## config.mk

```make
export PLATFORM = sky130hd
export DESIGN_NAME = pixel_dispatcher_flat
export DESIGN_NICKNAME = d
export VERILOG_FILES = /design/src/rtl/pixel_dispatcher_if.sv /design/src/rtl/pixel_dispatcher.sv /design/src/flat_wrapper.sv
export SDC_FILE = /design/constraint.sdc
export NUM_CORES = 1
export LEC_CHECK = 0
export ABC_AREA = 1
export CAP_MARGIN = 30
export CELL_PAD_IN_SITES_DETAIL_PLACEMENT = 0
export CELL_PAD_IN_SITES_GLOBAL_PLACEMENT = 1
export CORE_UTILIZATION = 33
export CTS_BUF_LIST = sky130_fd_sc_hd__clkbuf_4 sky130_fd_sc_hd__clkbuf_8 sky130_fd_sc_hd__clkbuf_16
export DETAILED_ROUTE_END_ITERATION = 6
export GPL_TIMING_DRIVEN = 0
export PLACE_DENSITY = 0.86
export SLEW_MARGIN = 20
export SYNTH_ARGS = -nofsm -noshare
export SYNTH_HDL_FRONTEND = slang
export SYNTH_SLANG_ARGS = --single-unit
```

## constraint.sdc

```tcl
create_clock -name clk -period 1.8 [get_ports clk]
set_input_delay 0.36 -clock clk [delete_from_list [all_inputs] [get_ports clk]]
set_output_delay 0.36 -clock clk [all_outputs]
set_load 0.01 [all_outputs]
```

## src/rtl/pixel_dispatcher_if.sv

```systemverilog
// Iterator and frame-buffer channels of the pixel dispatcher.
// The master modport is the dispatcher side. The slave modport is the iterator/frame-buffer side.
interface pixel_dispatcher_if #(
    parameter int AW = 19
);
    logic [26:0]   it_cr;
    logic [26:0]   it_ci;
    logic [31:0]   it_max;
    logic          it_load;
    logic          it_done;
    logic [31:0]   it_iterations;
    logic          it_ack;
    logic          fb_we;
    logic [AW-1:0] fb_addr;
    logic [7:0]    fb_data;
    logic          fb_ready;

    modport master (
        output it_cr, it_ci, it_max, it_load, it_ack, fb_we, fb_addr, fb_data,
        input  it_done, it_iterations, fb_ready
    );

    modport slave (
        input  it_cr, it_ci, it_max, it_load, it_ack, fb_we, fb_addr, fb_data,
        output it_done, it_iterations, fb_ready
    );
endinterface

```

## src/rtl/pixel_dispatcher.sv

```systemverilog
// Frame controller: walks a WIDTH x HEIGHT raster, feeds (cr, ci) to the iterator, and writes 8-bit colours.
// Optional DISPATCH_PERF_EN adds a saturating perf_cycles counter of busy cycles per frame.
module pixel_dispatcher #(
    parameter int WIDTH  = 640,
    parameter int HEIGHT = 480,
    parameter int AW     = 19
) (
    input  logic        clk,
    input  logic        rst,
    input  logic        start,
    input  logic [26:0] cr_left,
    input  logic [26:0] ci_top,
    input  logic [26:0] dx,
    input  logic [26:0] dy,
    input  logic [31:0] max_iter,
    pixel_dispatcher_if.master bus,
    output logic        busy,
    output logic        frame_done
`ifdef DISPATCH_PERF_EN
    ,
    output logic [31:0] perf_cycles
`endif
);

    localparam int XW = (WIDTH  > 1) ? $clog2(WIDTH)  : 1;
    localparam int YW = (HEIGHT > 1) ? $clog2(HEIGHT) : 1;
    localparam logic [XW-1:0] X_LAST = XW'(WIDTH - 1);
    localparam logic [YW-1:0] Y_LAST = YW'(HEIGHT - 1);

    typedef enum logic [2:0] {
        S_IDLE,
        S_LOAD,
        S_WAIT,
        S_ACK,
        S_WRITE,
        S_ADVANCE,
        S_DONE
    } state_t;

    state_t        r_state;
    state_t        w_next;
    logic [XW-1:0] r_x;
    logic [YW-1:0] r_y;
    logic [AW-1:0] r_addr;
    logic [26:0]   r_cr;
    logic [26:0]   r_ci;
    logic [26:0]   r_cr_left;
    logic [26:0]   r_dx;
    logic [26:0]   r_dy;
    logic [31:0]   r_max;
    logic [7:0]    r_color;
    logic [7:0]    w_color;
    logic          w_last;

    assign w_last = (r_x == X_LAST) && (r_y == Y_LAST);

    // NOTE: non-blocking (<=) for every register so all flops update from pre-edge values.
    always_ff @(posedge clk or negedge rst) begin
        if (!rst) begin
            r_state <= S_IDLE;
        end else begin
            r_state <= w_next;
        end
    end

    // NOTE: default assigned first so no path leaves w_next unassigned (no latch).
    always_comb begin
        w_next = r_state;
        case (r_state)
            S_IDLE:    if (start) w_next = S_LOAD;
            S_LOAD:    w_next = S_WAIT;
            S_WAIT:    if (bus.it_done) w_next = S_ACK;
            S_ACK:     w_next = S_WRITE;
            S_WRITE:   if (bus.fb_ready) w_next = w_last ? S_DONE : S_ADVANCE;
            S_ADVANCE: w_next = S_LOAD;
            S_DONE:    w_next = S_IDLE;
            default:   w_next = S_IDLE;
        endcase
    end

    // Iterations at or above the escape limit mean "in set" and take priority over the clamp.
    always_comb begin
        w_color = bus.it_iterations[7:0];
        if (bus.it_iterations >= r_max) begin
            w_color = 8'h00;
        end else if (bus.it_iterations >= 32'd255) begin
            w_color = 8'hFF;
        end else if (bus.it_iterations == 32'd0) begin
            w_color = 8'h01;
        end
    end

    always_ff @(posedge clk or negedge rst) begin
        if (!rst) begin
            r_x       <= '0;
            r_y       <= '0;
            r_addr    <= '0;
            r_cr      <= '0;
            r_ci      <= '0;
            r_cr_left <= '0;
            r_dx      <= '0;
            r_dy      <= '0;
            r_max     <= '0;
            r_color   <= '0;
        end else begin
            case (r_state)
                S_IDLE: begin
                    if (start) begin
                        r_cr      <= cr_left;
                        r_ci      <= ci_top;
                        r_cr_left <= cr_left;
                        r_dx      <= dx;
                        r_dy      <= dy;
                        r_max     <= max_iter;
                        r_x       <= '0;
                        r_y       <= '0;
                        r_addr    <= '0;
                    end
                end
                S_WAIT: begin
                    if (bus.it_done) r_color <= w_color;
                end
                S_WRITE: begin
                    if (bus.fb_ready) r_addr <= r_addr + AW'(1);
                end
                S_ADVANCE: begin
                    // Stepping incrementally keeps the datapath free of multipliers.
                    if (r_x != X_LAST) begin
                        r_x  <= r_x + XW'(1);
                        r_cr <= r_cr + r_dx;
                    end else begin
                        r_x  <= '0;
                        r_cr <= r_cr_left;
                        r_y  <= r_y + YW'(1);
                        r_ci <= r_ci - r_dy;
                    end
                end
                S_DONE: begin
                    r_x    <= '0;
                    r_y    <= '0;
                    r_addr <= '0;
                end
                default: ;
            endcase
        end
    end

    assign bus.it_cr   = r_cr;
    assign bus.it_ci   = r_ci;
    assign bus.it_max  = r_max;
    assign bus.it_load = (r_state == S_LOAD);
    assign bus.it_ack  = (r_state == S_ACK);
    assign bus.fb_we   = (r_state == S_WRITE);
    assign bus.fb_addr = r_addr;
    assign bus.fb_data = r_color;
    assign busy        = (r_state != S_IDLE) && (r_state != S_DONE);
    assign frame_done  = (r_state == S_DONE);

`ifdef DISPATCH_PERF_EN
    logic [31:0] r_perf;

    always_ff @(posedge clk or negedge rst) begin
        if (!rst) begin
            r_perf <= '0;
        end else if ((r_state == S_IDLE) && start) begin
            r_perf <= '0;
        end else if (busy && (r_perf != 32'hFFFF_FFFF)) begin
            r_perf <= r_perf + 32'd1;
        end
    end

    assign perf_cycles = r_perf;
`endif

endmodule
```

## src/flat_wrapper.sv

```systemverilog
// flat-port wrapper written by rule: the top's interface ports become plain ports
module pixel_dispatcher_flat 
#(
    parameter int WIDTH  = 640,
    parameter int HEIGHT = 480,
    parameter int AW     = 19
)
  (clk, rst, start, cr_left, ci_top, dx, dy, max_iter, busy, frame_done, bus_it_cr, bus_it_ci, bus_it_max, bus_it_load, bus_it_ack, bus_fb_we, bus_fb_addr, bus_fb_data, bus_it_done, bus_it_iterations, bus_fb_ready);
  pixel_dispatcher_if #(.AW(AW)) bus_i ();
  input  logic clk;
  input  logic rst;
  input  logic start;
  input  logic [26:0] cr_left;
  input  logic [26:0] ci_top;
  input  logic [26:0] dx;
  input  logic [26:0] dy;
  input  logic [31:0] max_iter;
  output logic busy;
  output logic frame_done;
  output wire logic [$bits(bus_i.it_cr)-1:0] bus_it_cr;
  output wire logic [$bits(bus_i.it_ci)-1:0] bus_it_ci;
  output wire logic [$bits(bus_i.it_max)-1:0] bus_it_max;
  output wire logic [$bits(bus_i.it_load)-1:0] bus_it_load;
  output wire logic [$bits(bus_i.it_ack)-1:0] bus_it_ack;
  output wire logic [$bits(bus_i.fb_we)-1:0] bus_fb_we;
  output wire logic [$bits(bus_i.fb_addr)-1:0] bus_fb_addr;
  output wire logic [$bits(bus_i.fb_data)-1:0] bus_fb_data;
  input wire logic [$bits(bus_i.it_done)-1:0] bus_it_done;
  input wire logic [$bits(bus_i.it_iterations)-1:0] bus_it_iterations;
  input wire logic [$bits(bus_i.fb_ready)-1:0] bus_fb_ready;
  assign bus_it_cr = bus_i.it_cr;
  assign bus_it_ci = bus_i.it_ci;
  assign bus_it_max = bus_i.it_max;
  assign bus_it_load = bus_i.it_load;
  assign bus_it_ack = bus_i.it_ack;
  assign bus_fb_we = bus_i.fb_we;
  assign bus_fb_addr = bus_i.fb_addr;
  assign bus_fb_data = bus_i.fb_data;
  assign bus_i.it_done = bus_it_done;
  assign bus_i.it_iterations = bus_it_iterations;
  assign bus_i.fb_ready = bus_fb_ready;
  pixel_dispatcher #(.WIDTH(WIDTH), .HEIGHT(HEIGHT), .AW(AW)) u_core (.clk(clk), .rst(rst), .start(start), .cr_left(cr_left), .ci_top(ci_top), .dx(dx), .dy(dy), .max_iter(max_iter), .bus(bus_i), .busy(busy), .frame_done(frame_done));
endmodule
```

---- Word-level counts from Yosys, hierarchy flattened ----
Cells that the tools add are included.
word-level totals
  bits in registers ....................... 216
  output and inout port bits .............. 118
  word-level logic and storage cells ...... 71
operators by class
  add/sub/neg operators ................... 5
  magnitude comparators ................... 2
  equal/unequal tests ..................... 14
  mux-type cells .......................... 23
  reductions and logical operators ........ 16
operators by type and width
  operator                                              number
  two-way mux 27 bit                                    4
  case mux 27 bit (2 select lines)                      2
  case mux 19 bit (3 select lines)                      1
  two-way mux 19 bit                                    2
  >= comparator 32 bit                                  1
  >= comparator 32 x 8 -> 1 bit, second input constant  1
  logical NOT 32 bit                                    1
  case mux 10 bit (3 select lines)                      1
  adder 27 bit                                          1
  case mux 9 bit (3 select lines)                       1
  subtractor 27 bit                                     1
  two-way mux 8 bit                                     3
  two-way mux 10 bit                                    2
  adder 19 x 1 -> 19 bit, second input constant         1
  two-way mux 9 bit                                     2
  case mux 3 bit (6 select lines)                       1
  AND reduction 3 bit                                   4
  adder 10 x 1 -> 10 bit, second input constant         1
  equality test 10 bit, second input constant           1
  != test 10 bit, second input constant                 1
  adder 9 x 1 -> 9 bit, second input constant           1
  equality test 3 bit, second input constant            3
  equality test 9 bit, second input constant            1
  two-way mux 3 bit                                     3
  other kinds (11)                                      20

---- Logic depth before layout (Yosys ltp) ----
  word-level depth ........................ 5
  gate-level depth with buffers ........... 14

---- Worst setup path after synthesis ----
No wires, ideal clock.
  path type ............................... register to register
  from .................................... reg u_core.r_cr[0] (netlist: u_core.bus.it_cr[0])
  to ...................................... reg u_core.r_cr[12] (netlist: u_core.bus.it_cr[12])
  library setup time ...................... 0.077 ns
  arrival time ............................ 1.866 ns
  required time ........................... 1.723 ns
  setup slack ............................. -0.143 ns
  cell stages (with the launch flop) ...... 14
  path buffers ............................ 0
  cell sequence ........................... dfrtp_1 ha_1 inv_1 fa_1 inv_1 nand3_1 nand3_1 nand2_1 nand2_1 nand2_1 nand2_1 xor2_1 nand2_1 a21oi_1
between the ends
  cells in the longest elaborated chain, start to end .. 3
RTL lines
  element                           line                     source
  start: declaration                pixel_dispatcher.sv:45   logic [26:0] r_cr;
  start signal: assignment          pixel_dispatcher.sv:109  r_cr <= cr_left;
  start signal: assignment          pixel_dispatcher.sv:130  r_cr <= r_cr + r_dx;
  start signal: assignment          pixel_dispatcher.sv:133  r_cr <= r_cr_left;
  adder 27 bit                      pixel_dispatcher.sv:130
  two-way mux 27 bit                pixel_dispatcher.sv:128  if (r_x != X_LAST) begin
  case mux 27 bit (2 select lines)  pixel_dispatcher.sv:106  case (r_state)
Every way passes these cells.
A chain may end at the register's enable or synchronous reset.

---- Worst setup path in the final report ----
  from .................................... reg u_core.r_ci[0] (netlist: u_core.bus.it_ci[0])
  to ...................................... reg u_core.r_ci[26] (netlist: u_core.bus.it_ci[26])
between the ends
  cells in the longest elaborated chain, start to end .. 3
RTL lines
  element                           line                     source
  start: declaration                pixel_dispatcher.sv:46   logic [26:0] r_ci;
  start signal: assignment          pixel_dispatcher.sv:110  r_ci <= ci_top;
  start signal: assignment          pixel_dispatcher.sv:135  r_ci <= r_ci - r_dy;
  subtractor 27 bit                 pixel_dispatcher.sv:135
  two-way mux 27 bit                pixel_dispatcher.sv:128
  case mux 27 bit (2 select lines)  pixel_dispatcher.sv:106
Every way passes these cells. The select of a mux whose other input is x is not followed.

==> results.rst <==
.. list-table::
   :header-rows: 1

   * - Metric
     - Value
   * - Status
     - finished with violations
   * - Violations in the final reports
     - setup timing
   * - Post-Layout Inst Area
     - 0.0227 mm2
   * - Synth cell types
     - 42
   * - IR drop worst, VDD
     - 0.000944 V
   * - CTS tree
     - done
   * - Total number of H-tree levels
     - 1
   * - Yosys warns
     - 0
   * - Overall die area
     - 0.0437 mm2
   * - Minimum setup slack in the final design
     - -0.210 ns
   * - Cell family with most CP delay
     - simple AND/OR/NAND/NOR gates
   * - Sequential power share
     - 18.5%
   * - DRC violation total after the first TritonRoute iteration
     - between 800 and 900
   * - Number of rows in the core area
     - 75
   * - Routed Antenna Nets
     - 0
   * - Met2 Use GR
     - 40.0%
   * - Placed cell count
     - 2881
   * - Nets
     - 2783
   * - Worst clock skew
     - 0.00842 ns
   * - Cell type with the largest total area after synthesis
     - sky130_fd_sc_hd__dfrtp_1
   * - Number of iterations in the first detailed-routing pass
     - 5
   * - Maximum number of pins on one net before global-route repair
     - 93
   * - Timing-limited maximum frequency
     - 497 MHz
   * - Fraction of layout cells with a size suffix above 1
     - slightly above 30%
   * - Initial antenna violation count
     - 6
   * - Syn_nets
     - 2311
   * - Max stage delay cell, worst path
     - sky130_fd_sc_hd__fa_2
   * - Syn_area_per_cell
     - 6.92 um2
   * - Multi-input combinational cell area
     - 0.00986 mm2
   * - Hold Crit Class
     - input pin to async pin
   * - Core region area
     - 0.0421 mm2
   * - Count of buffers from port buffering
     - just under 300
   * - Global route hottest layer
     - met2
   * - # diodes
     - 0
   * - Worst-path clk slew
     - 0.06 ns
   * - Routability-driven placement congestion ratio
     - 0.954
   * - Wire length per cell
     - roughly 18 um
   * - Wire length of the first global-routing pass
     - 82.2 mm
   * - Fin crit share
     - 112%
   * - Maximum fanout along the worst path
     - 4
   * - Number of max-slew violations in the final report
     - 0
   * - Fraction of synthesized cell area taken by the top area cell type
     - 38.2%
   * - Final worst path period need
     - between 2 and 2.5 ns
   * - Clk pwr share
     - between 10% and 20%
   * - Switch share
     - 48.0%
   * - Average via count per standard cell
     - 5.02
   * - Cell-internal power
     - 24.1 mW
   * - Instance count of the mapped netlist
     - 2045
   * - Sequential cell area
     - approximately 0.0055 mm2
   * - Most repeated library cell on the critical path
     - sky130_fd_sc_hd__nand2_1
   * - Cells along the critical path
     - inv_2 > ha_4 > inv_4 > fa_2 > buf_6 > buf_6 > nand3_4 > nand3_4 > nand2_2 > nand3_2 > nand2_1 > nand3_1 > nand2_1 > nand2_1
   * - Net switching component of the power
     - 22.2 mW
   * - Post-place setup slack
     - -0.800 ns
   * - Overall routed net length
     - 54.9 mm
   * - Area delta synth->final
     - 60.7%
   * - Sum of negative setup slack
     - -2.54 ns
   * - Detailed placer's ending HPWL
     - 39.3 mm
   * - Unrepaired setup endpoints after global routing
     - true
   * - Combinational Power Share
     - 68.7%
   * - Fraction of synthesis flops using an asynchronous set or reset pin
     - 100%
   * - Number of vias after detailed routing
     - about 15k
   * - TritonCTS Sinks
     - 216
   * - Max clock buf depth
     - 3
   * - Slowest cell delay on critical path
     - 0.41 ns
   * - GR Util All Layers
     - about a quarter
   * - Starting density of the core
     - 33.6%
   * - Total chip power
     - between 40 and 50 mW
   * - Die Ht
     - 209 um
   * - Fillers
     - around 3.9k
   * - Static leakage power
     - approximately 11 nW
   * - Slew margin rel.
     - about two thirds
   * - Final global-route overflow total
     - 0
   * - Synthesized area
     - 0.0141 mm2
   * - Skew-Pair Late Insertion Delay
     - 0.55 ns
   * - Fin. Hold Viols
     - 0
   * - Post-route DRC violation count
     - 0
   * - Buffer cell driving the clock tree root
     - sky130_fd_sc_hd__clkbuf_16
   * - Launching element type of the critical path
     - register
   * - Number of enable-type register cells in the synthesized netlist
     - 0
   * - Total CTS buffers
     - 28
   * - Final count of negative-setup-slack endpoints
     - 35
   * - Ranking of synthesized cells by area
     - sky130_fd_sc_hd__dfrtp_1, sky130_fd_sc_hd__nand2_1, sky130_fd_sc_hd__inv_1
   * - Worst setup EP type
     - register
   * - CP required
     - 2.25 ns
   * - Number of top-level pins
     - 295
   * - Synth Flop Type
     - sky130_fd_sc_hd__dfrtp_1
   * - Slew at the pin with the worst max-slew slack
     - 0.523 ns
   * - Number of max-cap violations
     - 0
   * - Sequential share of the synthesized area
     - 38.2%
   * - Buffers & Inverters on Critical Path
     - 4
   * - Chip Width
     - 209 um
   * - Via count of the first global-routing pass
     - approximately 15k
   * - Data arrival time of the critical path
     - about 2.5 ns
   * - Post-DP Area
     - between 0.015 and 0.02 mm2
   * - Layout Cells excl Fill
     - 3076
   * - Class of the most critical setup path
     - register to register
   * - Total power divided by cell area
     - 2040 mW/mm2
   * - Post-synthesis sequential element count
     - about 220
   * - Met3 routing resource usage after global routing
     - 5.02%
   * - Global routing met1 resource utilization
     - just over 30%
-- cell usage after synthesis (all sizes together), types with 22 or more instances --
cell / instances
nand3: 95
o21ai: 121
nand4: 31
inv: 318
nor3: 22
buf: 35
a21oi: 128
nor2: 222
nand2: 633
ha: 87
o22ai: 28
dfrtp: 216
-- logic make-up after synthesis --
kind of cell,count (synthesis),synth area share (%)
fa+ha+maj,89,7.98
simple gates,1031,29.8
flops,216,38.2
buf+inv,366,10.2
xor+xnor,28,1.73
compound gates,315,12.1
-- power by group through the flow --
stage	registers, mW	clock network (mW)	logic, mW
after floorplan	8.40	0	13.5
after global placement	8.38	0	21.0
after detailed placement	8.40	0	21.3
after CTS	8.56	6.06	25.8
after global routing	8.78	6.22	34.8
final	8.58	5.92	31.9
-- worst register-to-register path, stage by stage, from the launching register on --
cell                      delay, ns
sky130_fd_sc_hd__dfrtp_1       0.39
sky130_fd_sc_hd__inv_2         0.08
sky130_fd_sc_hd__ha_4          0.13
sky130_fd_sc_hd__inv_4         0.03
sky130_fd_sc_hd__fa_2          0.41
sky130_fd_sc_hd__buf_6         0.14
sky130_fd_sc_hd__buf_6         0.11
sky130_fd_sc_hd__nand3_4       0.08
sky130_fd_sc_hd__nand3_4       0.13
sky130_fd_sc_hd__nand2_2       0.13
sky130_fd_sc_hd__nand3_2       0.06
sky130_fd_sc_hd__nand2_1       0.06
sky130_fd_sc_hd__nand3_1       0.06
sky130_fd_sc_hd__nand2_1       0.06
sky130_fd_sc_hd__nand2_1       0.04
-- what timing repair did --
action | CTS | global route
cloned | 2 | 0
resized for setup | 517 | 373
setup buffers | 72 | 73
hold endpoints to repair | 36 | 0
hold buffers | 1 | 0
pin swaps | 77 | 151
setup endpoints to repair | 320 | 176
-- metrics by stage --
step	util [%]	hold slack, ns
6_report	54.0	0.276
5_1_grt	54.0	0.284
3_5_place_dp	42.4	0.265
2_1_floorplan	-	0.0644
4_1_cts	49.6	0.262
3_3_place_gp	42.2	0.471
-- cell usage in the layout (no fill, tap or decap), drive strengths merged, types with 2 or more instances in the layout --
cell,n
o22ai,28
nor3b,4
o31ai,15
clkdlybuf4s50,175
clkbuf,56
nand3,95
o21a,2
and2,4
fa,2
nor2,222
o21bai,8
o21ai,121
inv,319
nand2,633
buf,196
xor2,21
nor3,22
bufinv,3
nand3b,6
ha,87
nand4,31
or2,7
dlygate4sd2,103
o211ai,4
a21oi,128
clkinv,3
a31oi,5
dfrtp,216
nor4,7
xnor2,7
clkdlybuf4s15,2
-- sequential cells by signal, indices dropped and copies added (netlist names) --
register            flops
u_core.bus.it_max      32
u_core.bus.it_ci       27
u_core.bus.it_cr       27
u_core.r_cr_left       27
u_core.r_dx            27
u_core.r_dy            27
u_core.bus.fb_addr     19
u_core.r_x             10
u_core.r_y              9
u_core.bus.fb_data      8
u_core.r_state          3
-- per-layer routing --
metal	share of wire (%)	vias up
met1	42	7358
met4	3.8	12
met3	6.5	117
met5	0.15	-
met2	47	492
li1	-	7472
-- path summary, 6_finish.rpt --
kind,startpoint,end,slack [ns],depth (start not counted)
worst max register to register,u_core.bus.it_ci[0],u_core.bus.it_ci[26],-0.21,14
worst max-delay path,u_core.bus.it_ci[0],u_core.bus.it_ci[26],-0.21,14
max in group asynchronous,rst,u_core.bus.it_ci[5],0.68,3
worst min-delay path,rst,u_core.r_dx[12],0.28,2
min in group clk,dx[18],u_core.r_dx[18],0.34,3
worst min register to register,u_core.bus.fb_data[6],u_core.bus.fb_data[6],0.48,2
-- cell type report --
class | count | share of cell area (%)
Multi-Input combinational cell | 1463 | 43.4
Sequential cell | 216 | 24.0
Timing Repair Buffer | 442 | 18.0
Inverter | 318 | 5.35
Clock buffer | 43 | 3.76
Tap cell | 539 | 2.97
Buffer | 48 | 2.07
Clock inverter | 7 | 0.501
(Power assumes the default switching activity.)
